### config.mk
export PLATFORM = sky130hd
export DESIGN_NAME = frame_loader
export DESIGN_NICKNAME = d
export VERILOG_FILES = /design/src/rtl/frame_pkg.sv /design/src/rtl/frame_loader_credit.sv /design/src/rtl/frame_loader.sv
export SDC_FILE = /design/constraint.sdc
export NUM_CORES = 1
export LEC_CHECK = 0
export BUFFER_PORTS_ARGS = -buffer_cell sky130_fd_sc_hd__buf_2
export CAP_MARGIN = 15
export CELL_PAD_IN_SITES_DETAIL_PLACEMENT = 1
export CELL_PAD_IN_SITES_GLOBAL_PLACEMENT = 2
export CORE_AREA = 2 2 172 174
export DETAILED_ROUTE_END_ITERATION = 12
export DIE_AREA = 0 0 174 176
export PLACE_DENSITY = 0.81
export SYNTH_ARGS = -nofsm -noshare
export SYNTH_HDL_FRONTEND = slang
export SYNTH_SLANG_ARGS = --single-unit
### constraint.sdc
create_clock -name ti_clk -period 7.2 [get_ports ti_clk]
set_input_delay 1.8 -clock ti_clk [delete_from_list [all_inputs] [get_ports ti_clk]]
set_output_delay 1.8 -clock ti_clk [all_outputs]
set_load 0.05 [all_outputs]
### src/rtl/frame_pkg.sv
// Shared definitions for the frame ingress path: FSM states, default geometry and byte/word scaling.
// FRAME_LOADER_BYTE_SWAP_EN selects the host byte lane order applied on the way into the frame FIFO.
package frame_pkg;

    typedef enum logic [1:0] {
        ST_IDLE   = 2'd0,
        ST_ARM    = 2'd1,
        ST_ACCEPT = 2'd2,
        ST_DONE   = 2'd3
    } state_e;

    localparam int FIFO_WORDS_DEF  = 32768;
    localparam int BLOCK_WORDS_DEF = 256;

    // FIFO occupancy arrives in bytes; words are 16 bits wide.
    localparam int WORD_SHIFT = 1;

    function automatic logic [15:0] lane_order(input logic [15:0] d);
`ifdef FRAME_LOADER_BYTE_SWAP_EN
        return {d[7:0], d[15:8]};
`else
        return d;
`endif
    endfunction

endpackage

### src/rtl/frame_loader_credit.sv
// Purpose: decides whether the frame FIFO can take one more whole host block (plus margin).
// Latency: space_ok is combinational from fifo_byte_count; inflight tracks the last 2 write strobes.
// Backpressure: none of its own; the loader only grants pipe_ready while space_ok is high.
module frame_loader_credit
    import frame_pkg::*;
#(
    parameter int FIFO_WORDS   = FIFO_WORDS_DEF,
    parameter int BLOCK_WORDS  = BLOCK_WORDS_DEF,
    parameter int MARGIN_WORDS = 2
) (
    input  logic        ti_clk,
    input  logic        rst,
    input  logic [31:0] i_fifo_byte_count,
    input  logic        i_wr_en,
    output logic        o_space_ok
);

    localparam logic signed [33:0] DEPTH = 34'(FIFO_WORDS);
    localparam logic signed [33:0] NEED  = 34'(BLOCK_WORDS + MARGIN_WORDS);

    logic               r_wr_d1;
    logic [1:0]         w_inflight;
    logic [31:0]        w_used;
    logic signed [33:0] w_free;

    always_ff @(posedge ti_clk) begin
        if (rst) begin
            r_wr_d1 <= 1'b0;
        end else begin
            r_wr_d1 <= i_wr_en;
        end
    end

    // Words written recently may not be reflected in the sequencer's byte count yet.
    assign w_inflight = {1'b0, i_wr_en} + {1'b0, r_wr_d1};
    assign w_used     = i_fifo_byte_count >> WORD_SHIFT;
    assign w_free     = DEPTH - $signed({2'b00, w_used}) - $signed({32'd0, w_inflight});
    assign o_space_ok = (w_free >= NEED);

endmodule

### src/rtl/frame_loader.sv
// Purpose: host pipe -> frame FIFO ingress with frame geometry counting (FRAME_LOADER_BYTE_SWAP_EN swaps lanes).
// Latency: pipe_write/pipe_data in cycle N appear as fifo_wr_en/fifo_din in cycle N+1.
// Backpressure: pipe_ready granted per whole block when FIFO space allows; writes while not ready are dropped.
module frame_loader
    import frame_pkg::*;
#(
    parameter int FIFO_WORDS   = FIFO_WORDS_DEF,
    parameter int BLOCK_WORDS  = BLOCK_WORDS_DEF,
    parameter int MARGIN_WORDS = 2
) (
    input  logic        ti_clk,
    input  logic        rst,
    input  logic        start,
    input  logic [31:0] reg_length,
    input  logic [31:0] reg_delay,
    input  logic        pipe_write,
    input  logic [15:0] pipe_data,
    output logic        pipe_ready,
    input  logic [31:0] fifo_byte_count,
    output logic [15:0] fifo_din,
    output logic        fifo_wr_en,
    output logic        busy,
    output logic        frame_done,
    output logic        overflow,
    output logic        cfg_err,
    output logic [31:0] words_written,
    output logic [15:0] cols_written
);

    localparam logic [1:0]  S_IDLE   = ST_IDLE;
    localparam logic [1:0]  S_ARM    = ST_ARM;
    localparam logic [1:0]  S_ACCEPT = ST_ACCEPT;
    localparam logic [1:0]  S_DONE   = ST_DONE;
    localparam logic [15:0] BLK_LAST = 16'(BLOCK_WORDS - 1);

    logic [1:0]  r_state;
    logic [30:0] r_wpc;
    logic [15:0] r_cols;
    logic [30:0] r_word_in_col;
    logic [15:0] r_blk_cnt;
    logic [31:0] r_words;
    logic [15:0] r_cols_done;
    logic        r_pipe_ready;
    logic        r_wr_en;
    logic [15:0] r_din;
    logic        r_busy;
    logic        r_done;
    logic        r_ovf;
    logic        r_cfg_err;

    logic        w_space_ok;
    logic        w_accept;
    logic        w_drop;
    logic        w_col_end;
    logic        w_frame_end;
    logic        w_blk_end;
    logic [30:0] w_start_wpc;
    logic [15:0] w_start_cols;
    logic        w_geom_ok;
    logic        w_unused;

    frame_loader_credit #(
        .FIFO_WORDS   (FIFO_WORDS),
        .BLOCK_WORDS  (BLOCK_WORDS),
        .MARGIN_WORDS (MARGIN_WORDS)
    ) u_credit (
        .ti_clk            (ti_clk),
        .rst               (rst),
        .i_fifo_byte_count (fifo_byte_count),
        .i_wr_en           (r_wr_en),
        .o_space_ok        (w_space_ok)
    );

    assign w_start_wpc  = reg_length[31:1];
    assign w_start_cols = reg_delay[15:0];
    assign w_geom_ok    = (|w_start_wpc) && (|w_start_cols);
    assign w_unused     = ^{reg_length[0], reg_delay[31:16]};

    // pipe_ready is only ever high in ACCEPT, so an accepted word implies ACCEPT.
    assign w_accept    = pipe_write && r_pipe_ready;
    assign w_drop      = pipe_write && !r_pipe_ready;
    assign w_col_end   = (r_word_in_col == r_wpc - 31'd1);
    assign w_frame_end = w_col_end && (r_cols_done == r_cols - 16'd1);
    assign w_blk_end   = (r_blk_cnt == BLK_LAST);

    always_ff @(posedge ti_clk) begin
        if (rst) begin
            r_state       <= S_IDLE;
            r_wpc         <= '0;
            r_cols        <= '0;
            r_word_in_col <= '0;
            r_blk_cnt     <= '0;
            r_words       <= '0;
            r_cols_done   <= '0;
            r_pipe_ready  <= 1'b0;
            r_wr_en       <= 1'b0;
            r_din         <= '0;
            r_busy        <= 1'b0;
            r_done        <= 1'b0;
            r_ovf         <= 1'b0;
            r_cfg_err     <= 1'b0;
        end else begin
            r_wr_en <= w_accept;
            r_done  <= 1'b0;
            if (w_accept) begin
                r_din <= lane_order(pipe_data);
            end

            case (r_state)
                S_IDLE: begin
                    if (start) begin
                        r_wpc  <= w_start_wpc;
                        r_cols <= w_start_cols;
                        if (!w_geom_ok) begin
                            r_cfg_err <= 1'b1;
                            r_done    <= 1'b1;
                        end else begin
                            r_cfg_err     <= 1'b0;
                            r_ovf         <= 1'b0;
                            r_words       <= '0;
                            r_cols_done   <= '0;
                            r_word_in_col <= '0;
                            r_busy        <= 1'b1;
                            r_state       <= S_ARM;
                        end
                    end
                end
                S_ARM: begin
                    if (w_space_ok) begin
                        r_pipe_ready <= 1'b1;
                        r_blk_cnt    <= '0;
                        r_state      <= S_ACCEPT;
                    end
                end
                S_ACCEPT: begin
                    if (w_accept) begin
                        r_words   <= r_words + 32'd1;
                        r_blk_cnt <= r_blk_cnt + 16'd1;
                        if (w_col_end) begin
                            r_word_in_col <= '0;
                            r_cols_done   <= r_cols_done + 16'd1;
                        end else begin
                            r_word_in_col <= r_word_in_col + 31'd1;
                        end
                        // Frame end wins over a coincident block end.
                        if (w_frame_end) begin
                            r_pipe_ready <= 1'b0;
                            r_state      <= S_DONE;
                        end else if (w_blk_end) begin
                            r_pipe_ready <= 1'b0;
                            r_state      <= S_ARM;
                        end
                    end
                end
                S_DONE: begin
                    r_done  <= 1'b1;
                    r_busy  <= 1'b0;
                    r_state <= S_IDLE;
                end
                default: r_state <= S_IDLE;
            endcase

            if (w_drop) begin
                r_ovf <= 1'b1;
            end
        end
    end

    assign pipe_ready    = r_pipe_ready;
    assign fifo_wr_en    = r_wr_en;
    assign fifo_din      = r_din;
    assign busy          = r_busy;
    assign frame_done    = r_done;
    assign overflow      = r_ovf;
    assign cfg_err       = r_cfg_err;
    assign words_written = r_words;
    assign cols_written  = r_cols_done;

endmodule

Word-level counts from Yosys, hierarchy flattened
Index checks and enable logic that the tools add are counted.
{"block": "totals", "out_inout_bits": 70, "register_bits": 167}
{"block": "op_classes", "order_cmp": 1, "mux": 39, "addsub": 9, "eq_ne": 12, "reduce_logical": 22}
{"op": "2-to-1 mux 31 bit", "count": 4}
{"op": "2-to-1 mux 16 bit", "count": 6}
{"op": "2-to-1 mux 32 bit", "count": 3}
{"op": "one-hot mux 16 bit (2 select lines)", "count": 2}
{"op": "one-hot mux 32 bit (2 select lines)", "count": 1}
{"op": "one-hot mux 31 bit (2 select lines)", "count": 1}
{"op": "greater-or-equal comparator 34 x 10 -> 1 bit, second input constant", "count": 1}
{"op": "subtractor 34 x 3 -> 34 bit", "count": 1}
{"op": "adder 16 x 1 -> 16 bit, second input constant", "count": 2}
{"op": "adder 32 x 1 -> 32 bit, second input constant", "count": 1}
{"op": "subtractor 16 x 31 -> 32 bit, first input constant", "count": 1}
{"op": "adder 31 x 1 -> 31 bit, second input constant", "count": 1}
{"op": "equality test 31 bit", "count": 1}
{"op": "OR reduction 31 bit", "count": 1}
{"op": "subtractor 31 x 1 -> 31 bit, second input constant", "count": 1}
{"op": "equality test 16 bit", "count": 1}
{"op": "equality test 16 x 8 -> 1 bit, second input constant", "count": 1}
{"op": "OR reduction 16 bit", "count": 1}
{"op": "subtractor 16 x 1 -> 16 bit, second input constant", "count": 1}
{"op": "2-to-1 mux 1 bit", "count": 12}
{"op": "2-to-1 mux 2 bit", "count": 6}
{"op": "nonzero test 2 bit", "count": 6}
{"op": "AND reduction 5 bit", "count": 2}
{"op": "AND reduction 3 bit", "count": 3}
{"op": "13 further kinds", "count": 23}

Depth between registers and ports, before layout
{"block": "depth", "word_depth": 6, "mapped_depth": 15, "ltp_nobuf": 13}

Hierarchy
From an unflattened synthesis, not the netlist that was laid out.
{"block": "hier_totals", "hier_cells": 1276, "hier_area_um2": 9958.3}
{"mod": "frame_loader", "instances": 1, "area_each_um2": 8643.3, "cells_per_inst": 1100}
{"mod": "frame_loader_credit", "instances": 1, "area_each_um2": 1315.0, "cells_per_inst": 176}

Least setup slack after synthesis
No wires, ideal clock.
{"block": "synth_timing", "kind": "input to register", "from": "in fifo_byte_count[1]", "to": "reg r_state[1]", "setup_time_ns": 0.122, "stages": 12, "path_slack_ns": 2.198, "arrival_ns": 4.881, "path_cell_list": "inv_1 ha_1 fa_1 a2111oi_0 a31oi_1 nor2b_1 o41a_1 o2111ai_2 a31oi_4 buf_6 or2_2 o311a_1"}
{"block": "synth_via", "elab_chain_len": 5}
{"element": "from (decl)", "line_no": "frame_loader.sv:19", "text": "input logic [31:0] fifo_byte_count,"}
{"element": "subtractor 16 x 31 -> 32 bit", "line_no": "frame_loader_credit.sv:37", "text": "assign w_free = DEPTH - $signed({2'b00, w_used}) - $signed({32'd0, w_inflight});"}
{"element": "subtractor 34 x 3 -> 34 bit", "line_no": "frame_loader_credit.sv:37"}
{"element": "greater-or-equal comparator 34 x 10 -> 1 bit", "line_no": "frame_loader_credit.sv:38", "text": "assign o_space_ok = (w_free >= NEED);"}
{"element": "inequality test 2 x 1 -> 1 bit (no source line)"}
{"element": "AND reduction 5 bit (no source line)"}
{"element": "to (signal assigned)", "line_no": "frame_loader.sv:88", "text": "r_state <= S_IDLE;"}
{"element": "to (signal assigned)", "line_no": "frame_loader.sv:124", "text": "r_state <= S_ARM;"}
{"element": "to (signal assigned)", "line_no": "frame_loader.sv:132", "text": "r_state <= S_ACCEPT;"}
{"element": "to (decl)", "line_no": "frame_loader.sv:36", "text": "logic [1:0] r_state;"}
Every way passes these cells.
A chain may end at the register's enable or synchronous reset.

Final worst setup path
Same ends and word-level chain as after synthesis.

==> impl_metrics.csv <==
group,metric,value,unit
outcome,status,"finished clean",
timing,maxSlewHeadroom,0.250,
timing,whs,454,ps
timing,fin_crit_sh,0.767,
timing,tightest_slew,1120,ps
cts,path_clk_slew,80,ps
synth,syn_inst,1236,
grt,grt_pass1_vias,9514,
synth,synth_top_area_frac,0.337,
synth,synth_area,0.00992,mm²
routing,routed_wl,30200,µm
cts,cts_tree,"yes",
layout,area_growth,17.7,%
synth,synthArstFlopShare,0,
routing,first_pass_iters,4,
critical_path,worstSetupPathType,"input port to flip-flop",
cts,cts_hold_buf,0,
cts,postCtsSetupBuffers,0,
synth,ys_top_cells_by_area,"dfxtp_1, nand2_1, xor2_1",
timing,finClkSkew,15.4,ps
cts,root_buffer,"clkbuf_16",
floorplanning,start_util,0.348,
layout,final_cell_mix,"nand2_1, dfxtp_1, buf_2",
worst_hold_path,hp-start,"fifo_din[15]$_SDFFE_PP0P_",
floorplanning,chipWidth,174,µm
grt,gr-total-overflow,0,
grt,grtUsageTotal,0.199,
timing,setup_viol,0,
placement,dp.cells,1732,
routing,initialDrtViolationCount,374,
synth,synth_warnings,0,
grt,grt_pass1_wl,49900,µm
critical_path,endpoint_kind,"flip-flop",
power,power.leakage,4.34,nW
cts,cts_made_buffers,17,
placement,gp_congestion,0.808,
run,maxCapViolCount,0,
worst_hold_path,min_to,"fifo_din[15]$_SDFFE_PP0P_",
cts,clock_path_buffers,2,
worst_hold_path,hold_class,"flip-flop to flip-flop",
timing,rsz0062_at_grt,"false",
worst_hold_path,min_path_cells,2,
floorplanning,die_area,0.0306,mm²
layout,layout-drive-gt1-share,0.176,
power,power_density,260,mW/mm²
timing,max_freq,181,MHz
routing,via_per_inst,5.34,
placement,port-buffer-count,167,
routing,route.detailed.drc,0,
timing,finalSetupTns,0,ps
routing,wl_per_cell,17.1,µm
cts,insertion_delay,440,ps
synth,postSynth.topFlopCell,"dfxtp_1",
critical_path,r2r_start,"r_wpc[0]$_SDFFE_PP0P_",
grt,grt_max_degree,56,
synth,ys_types,88,
critical_path,worstPathMaxFanout,35,
critical_path,reg2reg_slack,2840,ps
critical_path,start_kind,"input port",
timing,hold_viol,0,
critical_path,cp.required,7590,ps
routing,detail-route-antenna-nets,0,
floorplanning,ios,186,
cts,cts.sinks,167,
routing,routed-via-count,9447,
timing,slew_violations,0,
floorplanning,core_area,0.0285,mm²
placement,dp_hpwl,22800,µm
layout,fin_nets,1500,
floorplanning,rows,62,
timing,fin_crit,5520,ps
floorplanning,dieHeight,176,µm
layout,finalNonFillerCells,1768,
grt,antenna_found_initial,6,
synth,syn_avg_cell_area,8.03,µm²
layout,final_common_cell,"nand2_1",
critical_path,worst_r2r_endpoint,"r_word_in_col[10]$_SDFFE_PP0P_",
layout,nFillCells,3572,
synth,synth_largest_area_cell,"dfxtp_1",
critical_path,reg2regPathDepth,10,
synth,ys_seq_area_frac,0.337,
power,max-vdd-ir-drop,0.000192,V
synth,syn-num-nets,1368,
critical_path,crit_arrival,5910,ps
synth,synth_edf_count,0,
synth,synth_seq_cells,167,
cts,htree_levels,4,
cts,cts_resized,0,
==> routing by layer <==
metal / routed length [µm] / global-route usage / vias to the layer above
li1: - / - / 4723
met1: 14000 / 0.252 / 4585
met2: 14800 / 0.344 / 110
met3: 1130 / 0.0413 / 25
met4: 325 / 0.0536 / 4
met5: 23 / 0 / -
==> metrics by stage <==
step / instance area, µm² / worst slack, ps / util / total power [W]
after floorplan: 9920 / 2200 / - / 0.00181
after global placement: 11000 / 1270 / 0.386 / 0.00204
after detailed placement: 11000 / 1200 / 0.386 / 0.00207
after CTS: 11600 / 1690 / 0.408 / 0.00306
after global routing: 11700 / 1380 / 0.409 / 0.00323
final: 11700 / 1680 / 0.409 / 0.00304
==> logic make-up (layout without fill, tap and decap cells) <==
logic type,Yosys count,after routing,synth area share
buffers and inverters,89,233,0.0375
DFF,167,167,0.337
AOI/OAI and AO/OA,231,231,0.163
and+or+nand+nor,585,585,0.309
muxes,14,14,0.0143
xor gates and xnor gates,134,134,0.118
adders and majority gates,16,16,0.0209
other,0,4,0
==> worst max-delay path by stage <==
stage,from,end,slack [ps],depth (start not counted)
after floorplan,fifo_byte_count[1],r_state[1]$_SDFFE_PP0P_,2200,12
after global placement,fifo_byte_count[1],r_state[1]$_SDFFE_PP0P_,1270,12
after detailed placement,fifo_byte_count[1],r_state[1]$_SDFFE_PP0P_,1200,12
after CTS,fifo_byte_count[1],r_state[1]$_SDFFE_PP0P_,1690,12
after global routing,fifo_byte_count[1],r_blk_cnt[4]$_SDFFE_PP0P_,1380,12
final,fifo_byte_count[1],r_state[1]$_SDFFE_PP0P_,1680,12
==> power breakdown <==
group,switching [W],internal [W]
Clock,0.000420,0.000556
Sequential,0.0000869,0.000984
Combinational,0.000649,0.000342
Total,0.00116,0.00188
==> synth_stat cells, types with 7 or more instances <==
| cell | n |
|---|---|
| nand2_1 | 190 |
| dfxtp_1 | 167 |
| nor2_1 | 104 |
| a21oi_1 | 99 |
| xor2_1 | 72 |
| xnor2_1 | 62 |
| nand3_1 | 51 |
| clkbuf_1 | 46 |
| nor4_1 | 32 |
| nand4_1 | 29 |
| inv_1 | 28 |
| or4_1 | 28 |
| nor3_1 | 25 |
| o31ai_1 | 20 |
| or3_1 | 19 |
| and3_1 | 18 |
| o21ai_0 | 18 |
| nand2b_1 | 16 |
| ha_1 | 15 |
| mux2i_1 | 13 |
| and4_1 | 10 |
| buf_2 | 9 |
| a31oi_1 | 8 |
| nand3b_1 | 7 |
| o211ai_1 | 7 |
==> worst max-delay path: stages <==
cell	delay [ps]
buf_2	130
inv_1	80
ha_1	350
nor4b_4	420
a41oi_4	230
or4b_1	590
a211oi_2	360
o221ai_1	180
or4_4	600
a31oi_4	750
or2_2	250
o311a_1	170
==> registers in the layout, summed over array words and instances (netlist names) <==
| signal | count |
|---|---|
| busy | 1 |
| u_credit.r_wr_d1 | 1 |
| pipe_ready | 1 |
| r_word_in_col | 31 |
| cols_written | 16 |
| fifo_din | 16 |
| cfg_err | 1 |
| overflow | 1 |
| frame_done | 1 |
| fifo_wr_en | 1 |
| words_written | 32 |
| r_cols | 16 |
| r_wpc | 31 |
| r_blk_cnt | 16 |
| r_state | 2 |
==> layout make-up <==
| class | instances | area (µm²) | area share |
|---|---|---|---|
| flip-flops and latches | 167 | 3340 | 0.286 |
| diodes | 4 | 10.0 | 0.000857 |
| repair buffers | 174 | 908 | 0.0778 |
| multi-input cells | 980 | 6220 | 0.532 |
| clock inverters | 13 | 181 | 0.0155 |
| well taps | 384 | 480 | 0.0412 |
| clock buffers | 18 | 429 | 0.0368 |
| inverters | 28 | 105 | 0.00900 |
Note: power is estimated with default switching activity, not from simulation.
